==> config.mk <==
export PLATFORM = sky130hd
export DESIGN_NAME = regfile_mp
export DESIGN_NICKNAME = d
export VERILOG_FILES = /design/src/rtl/rf_pkg.sv /design/src/rtl/rf_scoreboard.sv /design/src/rtl/regfile_mp.sv
export SDC_FILE = /design/constraint.sdc
export NUM_CORES = 2
export LEC_CHECK = 0
export CORE_MARGIN = 2
export CORE_UTILIZATION = 65
export CTS_CLUSTER_DIAMETER = 120
export DETAILED_ROUTE_END_ITERATION = 10
export PLACE_DENSITY = 0.83
export SLEW_MARGIN = 20
export SYNTH_ARGS = -nofsm -noshare
export SYNTH_HDL_FRONTEND = slang
export SYNTH_SLANG_ARGS = --single-unit
==> constraint.sdc <==
create_clock -name clk -period 6 [get_ports clk]
set_input_delay 0.6 -clock clk [delete_from_list [all_inputs] [get_ports clk]]
set_output_delay 0.6 -clock clk [all_outputs]
set_load 0.02 [all_outputs]
==> src/rtl/rf_pkg.sv <==
// Shared types and helpers for the multi-port integer register file.
package rf_pkg;

  localparam int RF_XLEN     = 32;
  localparam int RF_NUM_REGS = 32;

  // Address width that exactly spans num_regs entries (at least 1 bit).
  function automatic int rf_aw(input int num_regs);
    return (num_regs > 1) ? $clog2(num_regs) : 1;
  endfunction

  localparam int RF_AW = rf_aw(RF_NUM_REGS);

  typedef logic [RF_AW-1:0]   rf_addr_t;
  typedef logic [RF_XLEN-1:0] rf_data_t;

endpackage

==> src/rtl/rf_scoreboard.sv <==
// Busy scoreboard: one flag per register, set when the register is issued as a
// destination and cleared when its result is written back.
module rf_scoreboard
  import rf_pkg::*;
#(
  parameter int NUM_REGS = RF_NUM_REGS,
  parameter int NR_READ  = 2,
  parameter int NR_WRITE = 1,
  parameter int BYPASS   = 1,
  localparam int AW      = rf_aw(NUM_REGS)
) (
  input  logic                clk,
  input  logic                rstn_i,
  input  logic [NR_WRITE-1:0] we_i,
  input  logic [AW-1:0]       wr_addr_i [NR_WRITE],
  input  logic                rsv_i,
  input  logic [AW-1:0]       rsv_addr_i,
  input  logic [AW-1:0]       rd_addr_i [NR_READ],
  output logic [NR_READ-1:0]  rd_busy_o
);

  logic [NUM_REGS-1:0] busy_q, busy_d;

  // Next busy state: writes clear, then a reserve sets (newer producer wins).
  always_comb begin
    // NOTE: combinational blocks use blocking '=' so later statements see earlier
    // results; assigning a full default first keeps every path covered (no latch).
    busy_d = busy_q;
    for (int w = 0; w < NR_WRITE; w++) begin
      if (we_i[w]) busy_d[wr_addr_i[w]] = 1'b0;
    end
    if (rsv_i) busy_d[rsv_addr_i] = 1'b1;
    busy_d[0] = 1'b0;
  end

  // Busy flags, cleared by the asynchronous reset.
  always_ff @(posedge clk or negedge rstn_i) begin
    // NOTE: clocked state uses non-blocking '<=' so all flops update together.
    if (!rstn_i) busy_q <= '0;
    else         busy_q <= busy_d;
  end

  // Per-port busy lookup; a same-cycle matching write retires the result early
  // unless the same register is being re-reserved this cycle.
  always_comb begin
    rd_busy_o = '0;
    for (int r = 0; r < NR_READ; r++) begin
      rd_busy_o[r] = busy_q[rd_addr_i[r]];
      if (BYPASS != 0) begin
        for (int w = 0; w < NR_WRITE; w++) begin
          if (we_i[w] && (wr_addr_i[w] == rd_addr_i[r]))
            rd_busy_o[r] = rsv_i && (rsv_addr_i == rd_addr_i[r]);
        end
      end
      if (rd_addr_i[r] == '0) rd_busy_o[r] = 1'b0;
    end
  end

endmodule

==> src/rtl/regfile_mp.sv <==
// Multi-port integer register file with optional write->read bypass and a
// per-register busy scoreboard. Register 0 reads as zero and ignores writes.
module regfile_mp
  import rf_pkg::*;
#(
  parameter int XLEN     = RF_XLEN,
  parameter int NUM_REGS = RF_NUM_REGS,
  parameter int NR_READ  = 2,
  parameter int NR_WRITE = 1,
  parameter int BYPASS   = 1,
  localparam int AW      = rf_aw(NUM_REGS)
) (
  input  logic                clk,
  input  logic                rstn_i,
  input  logic [AW-1:0]       rd_addr_i [NR_READ],
  output logic [XLEN-1:0]     rd_data_o [NR_READ],
  output logic [NR_READ-1:0]  rd_busy_o,
  input  logic [NR_WRITE-1:0] we_i,
  input  logic [AW-1:0]       wr_addr_i [NR_WRITE],
  input  logic [XLEN-1:0]     wr_data_i [NR_WRITE],
  input  logic                rsv_i,
  input  logic [AW-1:0]       rsv_addr_i
);

  logic [XLEN-1:0] regs_q [NUM_REGS];
  logic [XLEN-1:0] regs_d [NUM_REGS];

  // Write-port priority: ports applied in ascending order so the highest wins.
  always_comb begin
    regs_d = regs_q;
    for (int w = 0; w < NR_WRITE; w++) begin
      if (we_i[w] && (wr_addr_i[w] != '0)) regs_d[wr_addr_i[w]] = wr_data_i[w];
    end
    regs_d[0] = '0;
  end

  // Register storage with asynchronous clear.
  always_ff @(posedge clk or negedge rstn_i) begin
    // NOTE: the array is built from resettable flops (not a RAM macro) because
    // every register must read zero straight out of reset.
    if (!rstn_i) begin
      for (int i = 0; i < NUM_REGS; i++) regs_q[i] <= '0;
    end else begin
      regs_q <= regs_d;
    end
  end

  // Read mux with optional same-cycle bypass from the highest matching write port.
  always_comb begin
    for (int r = 0; r < NR_READ; r++) begin
      rd_data_o[r] = regs_q[rd_addr_i[r]];
      if (BYPASS != 0) begin
        for (int w = 0; w < NR_WRITE; w++) begin
          if (we_i[w] && (wr_addr_i[w] == rd_addr_i[r])) rd_data_o[r] = wr_data_i[w];
        end
      end
      if (rd_addr_i[r] == '0) rd_data_o[r] = '0;
    end
  end

  rf_scoreboard #(
    .NUM_REGS (NUM_REGS),
    .NR_READ  (NR_READ),
    .NR_WRITE (NR_WRITE),
    .BYPASS   (BYPASS)
  ) u_scoreboard (
    .clk        (clk),
    .rstn_i     (rstn_i),
    .we_i       (we_i),
    .wr_addr_i  (wr_addr_i),
    .rsv_i      (rsv_i),
    .rsv_addr_i (rsv_addr_i),
    .rd_addr_i  (rd_addr_i),
    .rd_busy_o  (rd_busy_o)
  );

endmodule

Word level (Yosys, flattened, before mapping)
Index checks and enable logic that the tools add are counted.

word-level totals
  register bits = 1023
  input bits = 56
  logic and storage cells = 90

operators by class
  $lt $le $gt $ge = 10
  equality and inequality tests = 4
  muxes and demuxes = 27
  bitwise operators = 6
  reduce and logical (&&, ||, !) cells = 11

operators with widths
  cell                number
  $bwmux 1024         1
  $mux 32             11
  $bmux 32 s5         2
  $demux 32 s5        1
  $and 32x32->32      1
  $not 32->32         1
  $or 32x32->32       1
  $lt 5x6->1 const B  4
  $eq 5x5->1          4
  $ge 6x6->1 const B  3
  $not 5->6           3
  $bmux 1 s5          2
  $demux 1 s5         2
  $ge 5x1->1 const B  2
  $logic_not 5->1     2
  $logic_and 1x1->1   8
  $mux 1              8
  $lt 6x1->1 const B  1
  $reduce_bool 5->1   1

Longest topological paths before layout
  depth in word-level cells = 9
  mapped depth = 10

By module
A second synthesis with hierarchy kept.

unflattened totals
  cell total of the unflattened synthesis = 4154
  area total of the unflattened synthesis = 56296.5 sq um

by module, submodules not included
  module         instances  cells each  area an instance (sq um)  sequential area each (sq um)
  regfile_mp     1          3936        54136.9                   24823.8
  rf_scoreboard  1          218         2159.6                    775.7

Worst setup path after synthesis
OpenSTA, ideal clock, no wires.

  kind = input port to output port
  start point = in rd_addr_i[1] in the netlist's numbering
  end point = out rd_busy_o[1]
  data arrival time = 2512 ps
  required time = 5400 ps
  slack = 2888 ps
  stages on the path = 7
  cell sequence = buf_2 -> buf_4 -> clkbuf_1 -> mux4_2 -> o211ai_1 -> o211ai_1 -> a31oi_1

on the way
  cells in the longest elaborated chain, start to end = 4
  elaborated cells on any way between the ends = 9
  classes of those cells = 2 x eq/ne; 4 x mux; 3 x reduce/logical

ends and longest elaborated chain
  element                                               RTL line             RTL
  start, declared                                       regfile_mp.sv:15     input logic [AW-1:0] rd_addr_i [NR_READ],
  $bmux 1 s5 (tied with other cells)                    rf_scoreboard.sv:48  rd_busy_o[r] = busy_q[rd_addr_i[r]];
  $mux 1 (not written as such) (tied with other cells)  rf_scoreboard.sv:48
  $mux 1                                                rf_scoreboard.sv:51  if (we_i[w] && (wr_addr_i[w] == rd_addr_i[r]))
  $mux 1 *                                              rf_scoreboard.sv:55  if (rd_addr_i[r] == '0) rd_busy_o[r] = 1'b0;
  end, declared                                         regfile_mp.sv:17     output logic [NR_READ-1:0] rd_busy_o,

Every way passes the cells marked *; elsewhere a longest branch is shown, timed or not. The select of a mux whose other input is x is not followed.

==> results.cfg <==
[power]
p_leak_nw = 25.7
peakVddDrop_mv = 0.382
p_per_area_mw_per_mm2 = 334
p_total_mw = 20.2

[setup_path]
worstPathMaxFanout = 15
crit_arrival_ns = 4.45
crit_slowest_cell = clkdlybuf4s50_1
end_kind = primary output
start_kind = input pin
cp_slowest_stage_delay_ns = 1.18
cp_cell_sequence = clkdlybuf4s50_1, nand2b_2, buf_4, buf_4, o22ai_1, nor4_1, o221a_2, clkdlybuf4s50_1
critPathRequiredTime_ns = 5.40
critPathKind = input pin to primary output

[timing]
whs_ns = -0.0000639
fmax_mhz = 198
final_hold_viol_count = 1
fin_crit_sh = 0.841
rsz0062_at_grt = false
drv_slew = 0
tightest_slew_ns = 1.29
max_slew_margin = 0.137
period_minus_slack_ns = 5.05
fin_tns_setup_ns = 0
fin_skew_ns = 0
setup_violations = 0

[status]
violations = negative hold slack
outcome = complete, but fails checks

[yosys]
synth_top_area_share = 0.463
synthCells = 3748
ys.flop_type = dfrtp_1
muxShareOfSynthArea = 0.421
syn_avg_cell_area_sq_um = 14.7
synthTopCellsByArea = dfrtp_1, mux2_2, mux4_2
ys_seq_area_frac = 0.463
async_reset_ff_frac = 1.00
syn_nets = 3804
netlist_area_sq_mm = 0.0553
synth_compound_area_frac = 0.0497
synth_edf_count = 0
synth_seq_cells = 1023
synth_top_family_by_area = multiplexers
synth-simple-area-share = 0.0285
synth_warnings = 0
synth_top_area_cell = dfrtp_1
synth_commonest_cells = mux2_2, dfrtp_1, mux4_2, clkbuf_1, buf_2
synthAdderAreaFrac = 0
synth-xor-area-share = 0.00317
ys_types = 52
synth.most_common_cell = mux2_2

[drt]
drc_errors = 0
vias_per_cell = 7.81
routedWlPerCell_um = 35.8
postRouteWirelength_um = 175000
first_iter_violations = 5100
dr.pass1.iters = 6
route.vias.total = 38200
ant_nets = 0

[grt]
grt_use_met1 = 0.526
grt_usage = 0.407
antenna_found_initial = 3
busiest_layer = met2
grt_pass1_vias = 39900
grt_max_degree = 187
grt_util_met2 = 0.606
grt_use_met3 = 0.132
grt_pass1_wl_um = 259000
grt-ovfl-total = 0

[clock_network]
post-cts-setup-buffers = 0
cts_root_buf = clkbuf_16
clk_latency_ns = 0.68
clockBufferDepth = 3
cts_buffers = 105
cts_tree = done
htreeDepth = 3
path_clk_slew_ns = 0.06
cts_resized = 0
numClockSinks = 1023
cts_hold_buf = 0

[final_layout]
fillers = 5022
layout.nets = 3723
final_cell_area_sq_mm = 0.0606
drive_above_1_share = 0.509
syn_to_final_growth_pct = 9.68

[floorplan]
die_width_um = 296
rows = 106
coreArea_sq_mm = 0.0840
die_y_um = 296
io_pins = 122
die_area_sq_mm = 0.0873
start_util = 0.658

[placed_design]
placed_cell_area_sq_mm = 0.0573
place.gp.congestion = 0.877
hpwl_um = 100000
port_buffers = 121

[worst_hold_path]
hold_class = input pin to asynchronous set/reset pin

[run]
max_cap_viol_count = 0
[final cells by class]
cell class	instances	area (sq um)	area share
Antenna cell	1	2.50	0.0000413
Clock buffer	162	3110	0.0512
Clock inverter	29	223	0.00368
Inverter	15	56.3	0.000929
Multi-Input combinational cell	2295	28000	0.462
Tap cell	1134	1420	0.0234
Sequential cell	1023	25600	0.422
Timing Repair Buffer	227	2210	0.0365
[registers in the layout (all words and copies together) (netlist names)]
register and count:
regs_q 992, u_scoreboard.busy_q 31
[worst max-delay path: cells and delay by family]
| family | cells | cell delay (ns) |
|---|---|---|
| buffers and inverters | 4 | 2.37 |
| AND/OR/NAND/NOR | 2 | 1.01 |
| AO/OA/AOI/OAI | 2 | 0.44 |
[layout by cell type, fill, tap and decap left out, types with 34 or more instances in the layout]
master	count
clkdlybuf4s50_1	101
nor2_1	77
mux2i_1	42
mux4_2	468
dfrtp_1	1023
mux2_2	1091
o21ai_0	54
nor4_1	50
clkbuf_16	108
buf_4	88
nand2_1	38
a221oi_1	63
o22ai_1	75
clkbuf_1	34
[kinds of logic (layout without fill, tap and decap cells)]
logic type,after synthesis,in the layout
flops,1023,1023
xor+xnor,20,20
simple gates,310,310
compound gates,364,364
buf+inv,430,433
mux,1601,1601
other cells,0,1
[report_power, final]
group	total, mW	internal (mW)	leakage [nW]	switching, mW
registers	9.33	8.26	13.0	1.07
logic	4.50	2.65	11.0	1.85
clock network	6.41	3.63	1.65	2.77
total	20.2	14.5	25.7	5.69
[path summary, 6_finish.rpt]
check | from | to | slack (ns) | depth (start not counted)
worst max-delay path | rd_addr_i[9] | rd_data_o[49] | 0.95 | 8
worst min-delay path | rstn_i | regs_q[352]$_DFFE_PN0P_ | -0.00006 | 1
worst max register to register | regs_q[745]$_DFFE_PN0P_ | regs_q[745]$_DFFE_PN0P_ | 5.16 | 1
worst min register to register | regs_q[408]$_DFFE_PN0P_ | regs_q[408]$_DFFE_PN0P_ | 0.52 | 1
max in group asynchronous | rstn_i | regs_q[744]$_DFFE_PN0P_ | 4.39 | 2
min in group clk | regs_q[408]$_DFFE_PN0P_ | regs_q[408]$_DFFE_PN0P_ | 0.52 | 1
[through the flow]
stage	worst slack, ns	instances	utilization
after floorplan	2.89	3748	-
after global placement	1.14	4693	0.682
after detailed placement	1.13	4693	0.682
after CTS	1.09	4884	0.722
after global routing	1.03	4885	0.722
final	0.954	4886	0.722
[layer usage]
layer	vias to the layer above	routed length, um
met5	-	37
met4	6	12500
met3	838	22500
met2	2929	79200
met1	19900	60600
li1	14500	-
No activity file was read; power rests on OpenSTA's default activity.
